<file path="src/rtl/brcmp_defs.vh">
// Branch-compare mode encodings and mode width, shared by the decode stage
// and the branch compare pipeline.
`ifndef BRCMP_DEFS_VH
`define BRCMP_DEFS_VH
localparam int MODE_W = 3;
localparam logic [MODE_W-1:0] BRCMP_EQ  = 3'd0;
localparam logic [MODE_W-1:0] BRCMP_NE  = 3'd1;
localparam logic [MODE_W-1:0] BRCMP_LTZ = 3'd2;
localparam logic [MODE_W-1:0] BRCMP_GEZ = 3'd3;
localparam logic [MODE_W-1:0] BRCMP_GTZ = 3'd4;
localparam logic [MODE_W-1:0] BRCMP_LEZ = 3'd5;
localparam logic [MODE_W-1:0] BRCMP_LT  = 3'd6;
localparam logic [MODE_W-1:0] BRCMP_LTU = 3'd7;
`endif

</file>
<file path="src/rtl/branch_compare_pipe_pkg.sv">
// Shared types and the mode-to-condition select for the branch compare pipeline.
package branch_compare_pipe_pkg;
  `include "brcmp_defs.vh"

  typedef logic [MODE_W-1:0] brcmp_mode_t;

  // Reduced compare terms -> branch condition for one mode.
  function automatic logic brcmp_taken(
    input brcmp_mode_t mode,
    input logic        eq,
    input logic        zero,
    input logic        sign_a,
    input logic        lt_signed,
    input logic        ltu
  );
    logic t;
    t = 1'b0;
    case (mode)
      BRCMP_EQ:  t = eq;
      BRCMP_NE:  t = !eq;
      BRCMP_LTZ: t = sign_a;
      BRCMP_GEZ: t = !sign_a;
      BRCMP_GTZ: t = !sign_a && !zero;
      BRCMP_LEZ: t = sign_a || zero;
      BRCMP_LT:  t = lt_signed;
      BRCMP_LTU: t = ltu;
      default:   t = 1'b0;
    endcase
    return t;
  endfunction
endpackage

</file>
<file path="src/rtl/branch_compare_pipe_chunk.sv">
// Combinational partial compare of one CHUNK-wide operand slice.
module brcmp_chunk #(
  parameter int CHUNK = 8
) (
  input  logic [CHUNK-1:0] a,
  input  logic [CHUNK-1:0] b,
  output logic             eq,
  output logic             ltu,
  output logic             zero
);
  assign eq   = (a == b);
  assign ltu  = (a < b);
  assign zero = (a == '0);
endmodule

</file>
<file path="src/rtl/branch_compare_pipe.sv">
// Two-stage pipelined branch condition unit with valid/ready handshakes and flush.
// Optional hit counters are built when BRCMP_STATS_EN is defined.
module branch_compare_pipe
  import branch_compare_pipe_pkg::*;
#(
  parameter int WIDTH = 32,
  parameter int CHUNK = 8,
  parameter int TAG_W = 5
) (
  input  logic              clk,
  input  logic              rst_n,
  input  logic              flush,
  input  logic              in_valid,
  output logic              in_ready,
  input  logic [WIDTH-1:0]  in_a,
  input  logic [WIDTH-1:0]  in_b,
  input  logic [MODE_W-1:0] in_mode,
  input  logic [TAG_W-1:0]  in_tag,
  output logic              out_valid,
  input  logic              out_ready,
  output logic              out_taken,
  output logic              out_eq,
`ifdef BRCMP_STATS_EN
  output logic [31:0]       stat_evals,
  output logic [31:0]       stat_taken,
`endif
  output logic [TAG_W-1:0]  out_tag
);
  localparam int NCHUNK = WIDTH / CHUNK;

  logic [NCHUNK-1:0] eq_next, ltu_next, zero_next;
  logic [NCHUNK-1:0] s1_eq_reg, s1_ltu_reg, s1_zero_reg;
  logic              s1_sign_a_reg, s1_sign_b_reg, s1_valid_reg;
  brcmp_mode_t       s1_mode_reg;
  logic [TAG_W-1:0]  s1_tag_reg;

  logic              out_valid_reg, out_taken_reg, out_eq_reg;
  logic [TAG_W-1:0]  out_tag_reg;

  logic              s2_load, in_fire;
  logic              eq_red, zero_red, lt_signed, taken_next;
  logic [NCHUNK:0]   lt_chain;

  generate
    for (genvar gi = 0; gi < NCHUNK; gi++) begin : g_chunk
      brcmp_chunk #(.CHUNK(CHUNK)) u_chunk (
        .a    (in_a[gi*CHUNK +: CHUNK]),
        .b    (in_b[gi*CHUNK +: CHUNK]),
        .eq   (eq_next[gi]),
        .ltu  (ltu_next[gi]),
        .zero (zero_next[gi])
      );
    end
  endgenerate

  assign s2_load  = !out_valid_reg || out_ready;
  assign in_ready = !flush && (!s1_valid_reg || s2_load);
  assign in_fire  = in_valid && in_ready;

  // Unsigned less-than: a higher chunk decides unless it is equal, then defer downward.
  assign lt_chain[0] = 1'b0;
  generate
    for (genvar gi = 0; gi < NCHUNK; gi++) begin : g_lt
      assign lt_chain[gi+1] = s1_ltu_reg[gi] || (s1_eq_reg[gi] && lt_chain[gi]);
    end
  endgenerate

  assign eq_red     = &s1_eq_reg;
  assign zero_red   = &s1_zero_reg;
  assign lt_signed  = (s1_sign_a_reg != s1_sign_b_reg) ? s1_sign_a_reg : lt_chain[NCHUNK];
  assign taken_next = brcmp_taken(s1_mode_reg, eq_red, zero_red, s1_sign_a_reg,
                                  lt_signed, lt_chain[NCHUNK]);

  always_ff @(posedge clk or negedge rst_n) begin
    if (!rst_n) begin
      s1_valid_reg  <= 1'b0;
      s1_eq_reg     <= '0;
      s1_ltu_reg    <= '0;
      s1_zero_reg   <= '0;
      s1_sign_a_reg <= 1'b0;
      s1_sign_b_reg <= 1'b0;
      s1_mode_reg   <= '0;
      s1_tag_reg    <= '0;
    end else if (flush) begin
      s1_valid_reg <= 1'b0;
    end else if (in_fire) begin
      s1_valid_reg  <= 1'b1;
      s1_eq_reg     <= eq_next;
      s1_ltu_reg    <= ltu_next;
      s1_zero_reg   <= zero_next;
      s1_sign_a_reg <= in_a[WIDTH-1];
      s1_sign_b_reg <= in_b[WIDTH-1];
      s1_mode_reg   <= in_mode;
      s1_tag_reg    <= in_tag;
    end else if (s2_load) begin
      s1_valid_reg <= 1'b0;
    end
  end

  // Result registers only load on a real entry so outputs hold while stalled or idle.
  always_ff @(posedge clk or negedge rst_n) begin
    if (!rst_n) begin
      out_valid_reg <= 1'b0;
      out_taken_reg <= 1'b0;
      out_eq_reg    <= 1'b0;
      out_tag_reg   <= '0;
    end else if (flush) begin
      out_valid_reg <= 1'b0;
    end else if (s2_load) begin
      out_valid_reg <= s1_valid_reg;
      if (s1_valid_reg) begin
        out_taken_reg <= taken_next;
        out_eq_reg    <= eq_red;
        out_tag_reg   <= s1_tag_reg;
      end
    end
  end

  assign out_valid = out_valid_reg;
  assign out_taken = out_taken_reg;
  assign out_eq    = out_eq_reg;
  assign out_tag   = out_tag_reg;

`ifdef BRCMP_STATS_EN
  logic [31:0] stat_evals_reg, stat_taken_reg;

  always_ff @(posedge clk or negedge rst_n) begin
    if (!rst_n) begin
      stat_evals_reg <= '0;
      stat_taken_reg <= '0;
    end else if (out_valid_reg && out_ready) begin
      stat_evals_reg <= stat_evals_reg + 32'd1;
      if (out_taken_reg)
        stat_taken_reg <= stat_taken_reg + 32'd1;
    end
  end

  assign stat_evals = stat_evals_reg;
  assign stat_taken = stat_taken_reg;
`endif
endmodule

</file>
<file path="config.mk">
export PLATFORM = sky130hd
export DESIGN_NAME = branch_compare_pipe
export DESIGN_NICKNAME = d
export VERILOG_FILES = /design/src/rtl/branch_compare_pipe_pkg.sv /design/src/rtl/branch_compare_pipe_chunk.sv /design/src/rtl/branch_compare_pipe.sv
export VERILOG_INCLUDE_DIRS = /design/src /design/src/rtl
export SDC_FILE = /design/constraint.sdc
export NUM_CORES = 1
export LEC_CHECK = 0
export ABC_CLOCK_PERIOD_IN_PS = 1550
export BUFFER_PORTS_ARGS = -buffer_cell sky130_fd_sc_hd__buf_4
export CAP_MARGIN = 20
export CORE_MARGIN = 2
export CORE_UTILIZATION = 49
export CTS_BUF_LIST = sky130_fd_sc_hd__clkbuf_8 sky130_fd_sc_hd__clkbuf_16
export DETAILED_ROUTE_END_ITERATION = 16
export PLACE_DENSITY = 0.91
export SLEW_MARGIN = 25
export SYNTH_ARGS = -nofsm -noshare
export SYNTH_HDL_FRONTEND = slang
export SYNTH_SLANG_ARGS = --single-unit
</file>
<file path="constraint.sdc">
create_clock -name clk -period 1.55 [get_ports clk]
set_input_delay 0.0775 -clock clk [delete_from_list [all_inputs] [get_ports clk]]
set_output_delay 0.0775 -clock clk [all_outputs]
set_load 0.05 [all_outputs]
</file>
# [After elaboration in Yosys (flattened, before gate mapping)]
# Cells that the tools add are included.
[op_classes] magnitude_cmp=4 n_eq_ne=12 n_mux=7 bitwise_logic=1 n_reduce_logical=29
[op_table] operator="$eq A8 B8 Y1" count=4
[op_table] operator="$logic_not A8 Y1" count=4
[op_table] operator="$lt A8 B8 Y1" count=4
[op_table] operator="$eq A3 B3 Y1 const B" count=4
[op_table] operator="$pmux W1 S8" count=1
[op_table] operator="$reduce_and A4 Y1" count=2
[op_table] operator="$eq A3 B2 Y1 const B" count=2
[op_table] operator="$logic_and A1 B1 Y1" count=6
[op_table] operator="$logic_not A1 Y1" count=6
[op_table] operator="$logic_or A1 B1 Y1" count=6
[op_table] operator="$mux W1" count=6
[op_table] operator="$eq A3 B1 Y1 const B" count=1
[op_table] operator="$logic_not A3 Y1" count=1
[op_table] operator="$reduce_and A3 Y1" count=1
[op_table] operator="$reduce_bool A3 Y1" count=1
[op_table] operator="$reduce_and A2 Y1" count=1
[op_table] operator="$reduce_bool A2 Y1" count=1
[op_table] operator="$ne A1 B1 Y1" count=1
[op_table] operator="$not A1 Y1" count=1
[word_totals] regBits=31 input_bits=77 output_inout_bits=9 word_cells=65

# [Logic depth before layout (Yosys ltp)]
# Gate-level depths: netlist (run 1).
[depth] ltp_word=8 depth_mapped=6 mapped_depth_nobuf=6

# [Modules after synthesis]
# From an unflattened synthesis (run 1), not the netlist that was laid out.
[hier_totals] hier_cells=215 area_unflattened_um2=2262.2
[modules_own_cells] module="branch_compare_pipe" n_inst=1 cells_each=91 area_per_inst_um2=1411.4 seq_area_each_um2=775.7
[modules_own_cells] module="brcmp_chunk" n_inst=4 cells_each=31 area_per_inst_um2=212.7 seq_area_each_um2=0.0

# [Worst setup path after synthesis (run 1)]
# OpenSTA, ideal clock, no wires.
[synth_timing] path_type="register to register" from="register out_valid_reg, in the netlist out_valid" to="register s1_mode_reg[0]" setup_ps=125 arrival_time_ps=1577 required_time_ps=1425 setup_slack_ps=-152 path_stages_with_launch=6 path_buffers=2 period_less_slack_ps=1702 cell_sequence="dfrtp_1 nor2b_4 a211o_1 buf_6 buf_6 mux2_2"
[synth_between] elab_chain_len=6
[synth_rtl] item="start, declared" line_no="branch_compare_pipe.sv:37" rtl="logic out_valid_reg, out_taken_reg, out_eq_reg;"
[synth_rtl] item="start signal, assigned" line_no="branch_compare_pipe.sv:110" rtl="out_valid_reg <= s1_valid_reg;"
[synth_rtl] item="$logic_not A1 Y1" line_no="branch_compare_pipe.sv:56" rtl="assign s2_load = !out_valid_reg || out_ready;"
[synth_rtl] item="$logic_or A1 B1 Y1" line_no="branch_compare_pipe.sv:56"
[synth_rtl] item="$logic_or A1 B1 Y1" line_no="branch_compare_pipe.sv:57" rtl="assign in_ready = !flush && (!s1_valid_reg || s2_load);"
[synth_rtl] item="$logic_and A1 B1 Y1" line_no="branch_compare_pipe.sv:57"
[synth_rtl] item="$logic_and A1 B1 Y1" line_no="branch_compare_pipe.sv:58" rtl="assign in_fire = in_valid && in_ready;"
[synth_rtl] item="$reduce_and A2 Y1 (no source line)"
[synth_rtl] item="end signal, assigned" line_no="branch_compare_pipe.sv:93" rtl="s1_mode_reg <= in_mode;"
[synth_rtl] item="end, declared" line_no="branch_compare_pipe.sv:34" rtl="brcmp_mode_t s1_mode_reg;"
# Every way passes these cells.
# A chain may end at the register's enable or synchronous reset.

# [Worst setup path after layout (run 1)]
[layout_timing] from="register out_valid_reg, in the netlist out_valid" to="register s1_sign_a_reg"
[layout_between] elab_chain_len=6
[layout_rtl] item="$logic_not A1 Y1" line_no="branch_compare_pipe.sv:56"
[layout_rtl] item="$logic_or A1 B1 Y1" line_no="branch_compare_pipe.sv:56"
[layout_rtl] item="$logic_or A1 B1 Y1" line_no="branch_compare_pipe.sv:57"
[layout_rtl] item="$logic_and A1 B1 Y1" line_no="branch_compare_pipe.sv:57"
[layout_rtl] item="$logic_and A1 B1 Y1" line_no="branch_compare_pipe.sv:58"
[layout_rtl] item="$reduce_and A2 Y1 (no source line)"
[layout_rtl] item="end signal, assigned" line_no="branch_compare_pipe.sv:91" rtl="s1_sign_a_reg <= in_a[WIDTH-1];"
[layout_rtl] item="end, declared" line_no="branch_compare_pipe.sv:33" rtl="logic s1_sign_a_reg, s1_sign_b_reg, s1_valid_reg;"
# Every way passes these cells.

==> impl_metrics.ini, run 1 <==
[status]
status = complete, no violations

[global_routing]
grt_start_max_net_pins = 36
antenna_found_initial = 0
grt_first_pass_wirelength_mm = 7.73
track_usage_pct = 19.7
grt_pass1_vias = 1941
gr-total-overflow = 0

[timing]
rsz0062_at_grt = no
fmax_mhz = 706
fin_crit_sh_pct = 91.4
max-slew-margin-rel_pct = 74.9
period_needed_ns = 1.42
slew_violations = 0
worst_slew_pin_slew_ns = 0.376
hold_viol = 0
finalSetupViolCount = 0
setup_ws_ns = 0.134
skew_ns = 0.00744

[synth]
ys_seq_elements = 31
synth.cell_area_sq_um = 2150
avgSynthCellArea_sq_um = 9.15
postSynthCellCount = 235
ys_warn_count = 0
async_reset_ff_share_pct = 100
synth_edf_count = 0
synth.top_cell.area_share_pct = 36.1
synth_nets = 344
synth-main-ff-cell = dfrtp_1
synth_top_cell_by_area = dfrtp_1
synth.distinct_cells = 34
yosys-top-cells-area = dfrtp_1 36%, ha_1 19%, inv_1 6.1%
yosysSeqAreaShare_pct = 36.1

[finish]
final_cell_mix = 85 x buf_4, 36 x inv_1, 35 x nand2_1
mostFrequentLayoutCell = buf_4
layout.cell_area.non_filler_sq_um = 2960
diodes = 0
syn_to_final_growth_pct = 37.7
fin_util_pct = 68.9
nets = 434
drive_above_1_share_pct = 32.8

[route]
drt_iter0_markers = 97
drtAntennaViolNets = 0
met1_length_mm = 1.87
drt_drc_violations_left = 0
wire_per_inst_um = 12.2
topRoutingLayerUsed = met4
firstDrtPassIters = 4
route.met2.wl_mm = 2.41
wl_met3_um = 227
drt_wl_total_mm = 4.59
vias = 1964
via_per_inst = 5.20

[placed_design]
dpl-instance-area_sq_um = 2840
place.gp.congestion = 0.738
hpwlAfterDp_mm = 3.81
dp_slack_ns = 0.139
port_buffers = 85

[min_path]
holdPathStages = 2
hold_end = s1_tag_reg[0]$_DFFE_PN0P_
hold_class = in -> reg
worstHoldStart = in_tag[0]

[setup_path]
worstSetupStartpointType = flop
r2r-start = out_valid$_DFFE_PN0P_
worst_r2r_endpoint = s1_sign_a_reg$_DFFE_PN0P_
required_ns = 1.72
crit_fanout = 35
worst_setup_path_end_kind = flop
rrSetupSlack_ns = 0.13
crit_type = reg -> reg
cp.arrival_ns = 1.59
rr_worst_depth = 4

[cts]
clock_path_buffers = 2
cts-htree-levels = 2
cts_tree = built
cts-buffers-inserted = 5
insertion_delay_ns = 0.29
cts_resized = 0
cts_root_buf = clkbuf_8
clock_sinks = 31
path_clk_slew_ns = 0.07

[run]
cap_viol_max_count = 0

[die]
core_sq_um = 4290
die_h_um = 70.2
dieArea_sq_um = 4930
rows = 24
start_util_pct = 50.1
boundaryPins = 86
die_x_um = 70.2

[power]
p_leak_nw = 1.59
ir_drop_mv = 0.360
power_density_nw_per_um2 = 821
power_w = 0.00243
metrics by stage:
step / hold WS (ns) / std cells / TNS (ns)
final: 0.0172 / 378 / 0
after global routing: 0.0141 / 378 / 0
after CTS: 0.0110 / 378 / 0
after detailed placement: 0.0249 / 368 / 0
after global placement: 0.0229 / 368 / 0
after floorplan: -0.218 / 235 / -0.0835
per-layer routing:
metal  up-vias  GRT usage (%)
met5         -              0
met2        50           37.7
met3         9           4.47
met1       905           20.2
li1       1000              -
met4         0           8.12
cell usage after synthesis, drive strengths merged, types with 3 or more instances:
library cell and instances:
a21o 3, o41ai 3, dfrtp 31, mux2 9, o211ai 3, nand3 3, inv 35, nand4 8
o31ai 3, nand2 35, a21oi 13, ha 32, nor4 8, buf 3, nor2 8, nor2b 9
o21ai 12
worst max path at each step:
stage                           from                         end  depth (start not counted)
2_1_floorplan  out_valid$_DFFE_PN0P_  s1_mode_reg[0]$_DFFE_PN0P_                          5
5_1_grt                        flush       out_taken$_DFFE_PN0P_                          6
3_3_place_gp   out_valid$_DFFE_PN0P_   s1_tag_reg[4]$_DFFE_PN0P_                          4
6_report       out_valid$_DFFE_PN0P_   s1_sign_a_reg$_DFFE_PN0P_                          4
3_5_place_dp   out_valid$_DFFE_PN0P_  s1_mode_reg[0]$_DFFE_PN0P_                          4
4_1_cts        out_valid$_DFFE_PN0P_   s1_tag_reg[1]$_DFFE_PN0P_                          4
critical path: stages, from the launching register on:
cell	delay (ns)
dfrtp_2	0.41
nor2b_4	0.14
a211o_1	0.29
buf_12	0.18
mux2_2	0.27
layout make-up:
class	instances	area [sq um]
fill	344	1340
inverter	35	131
clock buffer	7	96.3
multi-input combinational	164	1210
clock inverter	1	3.75
timing repair buffer	88	678
tap	52	65.1
sequential	31	777
cells by family (layout without fill, tap and decap cells):
group	count (synthesis)	count (layout)	share of synthesized area, %
XOR/XNOR	1	1	0.408
AND/OR/NAND/NOR	76	76	17.6
AO/OA/AOI/OAI	45	45	14.4
buffers and inverters	40	131	7.74
multiplexers	10	10	5.18
flip-flops	31	31	36.1
adder cells (fa/ha/maj)	32	32	18.6
report_power, final:
part / internal (W) / switching, W
clock network: 0.000398 / 0.000293
registers: 0.000909 / 0.0000724
logic: 0.000359 / 0.000398
what timing repair did:
action | 4_1_cts | 5_1_grt
setup buffers | 0 | 0
endpoints found under the hold margin | 33 | 0
hold buffers | 2 | 0
No activity file was read; power rests on OpenSTA's default activity.
==> inputs of run 2 (changes only) <==
--- a/config.mk
+++ b/config.mk
@@ -6,10 +6,9 @@
 export SDC_FILE = /design/constraint.sdc
 export NUM_CORES = 1
 export LEC_CHECK = 0
-export ABC_CLOCK_PERIOD_IN_PS = 1550
+export ABC_CLOCK_PERIOD_IN_PS = 1400
 export BUFFER_PORTS_ARGS = -buffer_cell sky130_fd_sc_hd__buf_4
 export CAP_MARGIN = 20
-export CORE_MARGIN = 2
 export CORE_UTILIZATION = 49
 export CTS_BUF_LIST = sky130_fd_sc_hd__clkbuf_8 sky130_fd_sc_hd__clkbuf_16
 export DETAILED_ROUTE_END_ITERATION = 16
==> constraint.sdc (replaced) <==
create_clock -name clk -period 1.4 [get_ports clk]
set_input_delay 0.07 -clock clk [delete_from_list [all_inputs] [get_ports clk]]
set_output_delay 0.07 -clock clk [all_outputs]
set_load 0.05 [all_outputs]
==> run 2 against run 1 <==
The flow now finishes with violations (negative setup slack). Register-to-register slack worse by 0.15 ns. Sequential power increased by 11%. Clock power rose by 9.6%. Via count grew 1.1%. Critical path type unchanged. Largest cell class unchanged. Count of clock-buffer cells in the layout is the same. Critical path depth unchanged. Worst setup slack lost 0.15 ns. Final cell count shrank 0.26%. First-iteration DRC count fell by 23%. Largest power group unchanged. Power increased by 11%. Non-clock buffer count increased by 1. Worst hold slack better by 0.0041 ns. Critical endpoint is now s1_tag_reg[0]$_DFFE_PN0P_.
==> impl_metrics.ini, run 2 (synthesis gave the netlist of run 1 again) <==
[status]
status = complete, but fails checks
violations = negative setup slack

[setup_path]
crit_type = reg -> reg
r2r-start = out_valid$_DFFE_PN0P_
required_ns = 1.56
worst_setup_path_end_kind = flop
worst_r2r_endpoint = s1_tag_reg[0]$_DFFE_PN0P_
critPathCapture = s1_tag_reg[0]$_DFFE_PN0P_
worstSetupStartpointType = flop
crit_fanout = 35
rr_worst_depth = 4
rrSetupSlack_ns = -0.01
cp.arrival_ns = 1.57
cp-startpoint = out_valid$_DFFE_PN0P_

[die]
die_h_um = 68.2
boundaryPins = 86
core_sq_um = 4120
start_util_pct = 52.2
rows = 23
die_x_um = 68.2
dieArea_sq_um = 4660

[power]
p_leak_nw = 1.59
pwr-share-comb_pct = 31.3
pwr-share-clk_pct = 28.2
power_density_nw_per_um2 = 906
p_sw_share_pct = 31.2
power.internal_w = 0.00185
p_seq_share_pct = 40.5
ir_drop_mv = 0.382
power.switching_w = 0.000838

[timing]
max-slew-margin-rel_pct = 74.6
period_needed_ns = 1.41
fmax_mhz = 709
hold_viol = 0
worst_slew_pin_slew_ns = 0.381
fin_crit_sh_pct = 101
rsz0062_at_grt = yes
setup_ws_ns = -0.0114
skew_ns = 0.00244
finalSetupViolCount = 3
slew_violations = 0
setup_tns_ns = -0.0123

[finish]
nets = 435
multi_input_area_sq_um = 1210
mostFrequentLayoutCell = buf_4
register_area_sq_um = 777
syn_to_final_growth_pct = 37.9
final_cell_mix = 86 x buf_4, 36 x inv_1, 35 x nand2_1
fillCellCount = 324
fin_util_pct = 72.0
drive_above_1_share_pct = 33.0
diodes = 0

[cts]
clock_path_buffers = 2
cts_root_buf = clkbuf_8
cts_tree = built
cts_resized = 0
path_clk_slew_ns = 0.06
clock_sinks = 31
insertion_delay_ns = 0.28
cts-buffers-inserted = 5
cts-htree-levels = 2

[route]
drt_drc_violations_left = 0
wire_per_inst_um = 12.5
drtAntennaViolNets = 0
vias = 1985
firstDrtPassIters = 4
drt_iter0_markers = 75
drt_wl_total_mm = 4.71
via_per_inst = 5.27

[run]
cap_viol_max_count = 0

[global_routing]
gr-total-overflow = 0
antenna_found_initial = 0
grt_first_pass_wirelength_mm = 7.80
track_usage_pct = 22.3
grt_start_max_net_pins = 36
grt_pass1_vias = 1944

[min_path]
hold_class = in -> reg

[placed_design]
place.gp.congestion = 0.768
hpwlAfterDp_mm = 3.83
port_buffers = 85
==> run 2: per-layer routing <==
layer  track usage (%)  vias up  routed length (um)  share of wire, %
met3              5.33        9                 231               4.9
met2              43.4       64                2510                53
met4              5.21        0                  51               1.1
li1                  -     1006                   -                 -
met1              23.6      906                1920                41
met5                 0        -                   0                 0
==> run 2: power groups by stage <==
stage          Combinational, W  Clock, W  Sequential (W)
2_1_floorplan          0.000341         0         0.00124
3_3_place_gp           0.000807         0         0.00110
3_5_place_dp           0.000837         0         0.00110
4_1_cts                0.000849  0.000765         0.00109
5_1_grt                0.000931  0.000812         0.00111
6_report               0.000839  0.000757         0.00109
==> run 2: cell type report <==
| type | count | area share (%) |
|---|---|---|
| clock buffers | 7 | 3.25 |
| repair buffers | 89 | 23.1 |
| well taps | 50 | 2.11 |
| inverters | 35 | 4.43 |
| clock inverters | 1 | 0.127 |
| flip-flops and latches | 31 | 26.2 |
| multi-input cells | 164 | 40.7 |
==> run 2: critical path: stages, from the launching register on <==
cell and delay (ns):
dfrtp_2 0.40, nor2b_4 0.14, a211o_1 0.29, buf_12 0.18, mux2_2 0.29
==> run 2: stage by stage <==
| step | hold slack [ns] | area, sq um | setup slack (ns) | total power (W) | instances |
|---|---|---|---|---|---|
| detailed placement | 0.0204 | 2840 | 0.00983 | 0.00194 | 367 |
| global placement | 0.0162 | 2840 | 0.0281 | 0.00190 | 367 |
| global route | 0.0204 | 2960 | -0.0541 | 0.00285 | 377 |
| floorplan | -0.226 | 2160 | -0.167 | 0.00158 | 235 |
| CTS | 0.0193 | 2960 | -0.0203 | 0.00270 | 377 |
| finish | 0.0213 | 2960 | -0.0114 | 0.00268 | 377 |
==> run 2: how the worst min path moves through the flow <==
stage,startpoint,endpoint,slack [ns],cells after the start
2_1_floorplan,rst_n,out_eq$_DFFE_PN0P_,-0.23,0
3_3_place_gp,rst_n,out_tag[2]$_DFFE_PN0P_,0.02,1
3_5_place_dp,rst_n,out_tag[1]$_DFFE_PN0P_,0.02,1
4_1_cts,in_mode[0],s1_mode_reg[0]$_DFFE_PN0P_,0.02,2
5_1_grt,in_tag[2],s1_tag_reg[2]$_DFFE_PN0P_,0.02,2
6_report,in_tag[3],s1_tag_reg[3]$_DFFE_PN0P_,0.02,2
==> run 2: what timing repair did <==
action	4_1_cts	5_1_grt
setup endpoints to repair	9	12
hold buffers	2	0
gates cloned	0	0
buffers inserted	0	0
endpoints found under the hold margin	33	0
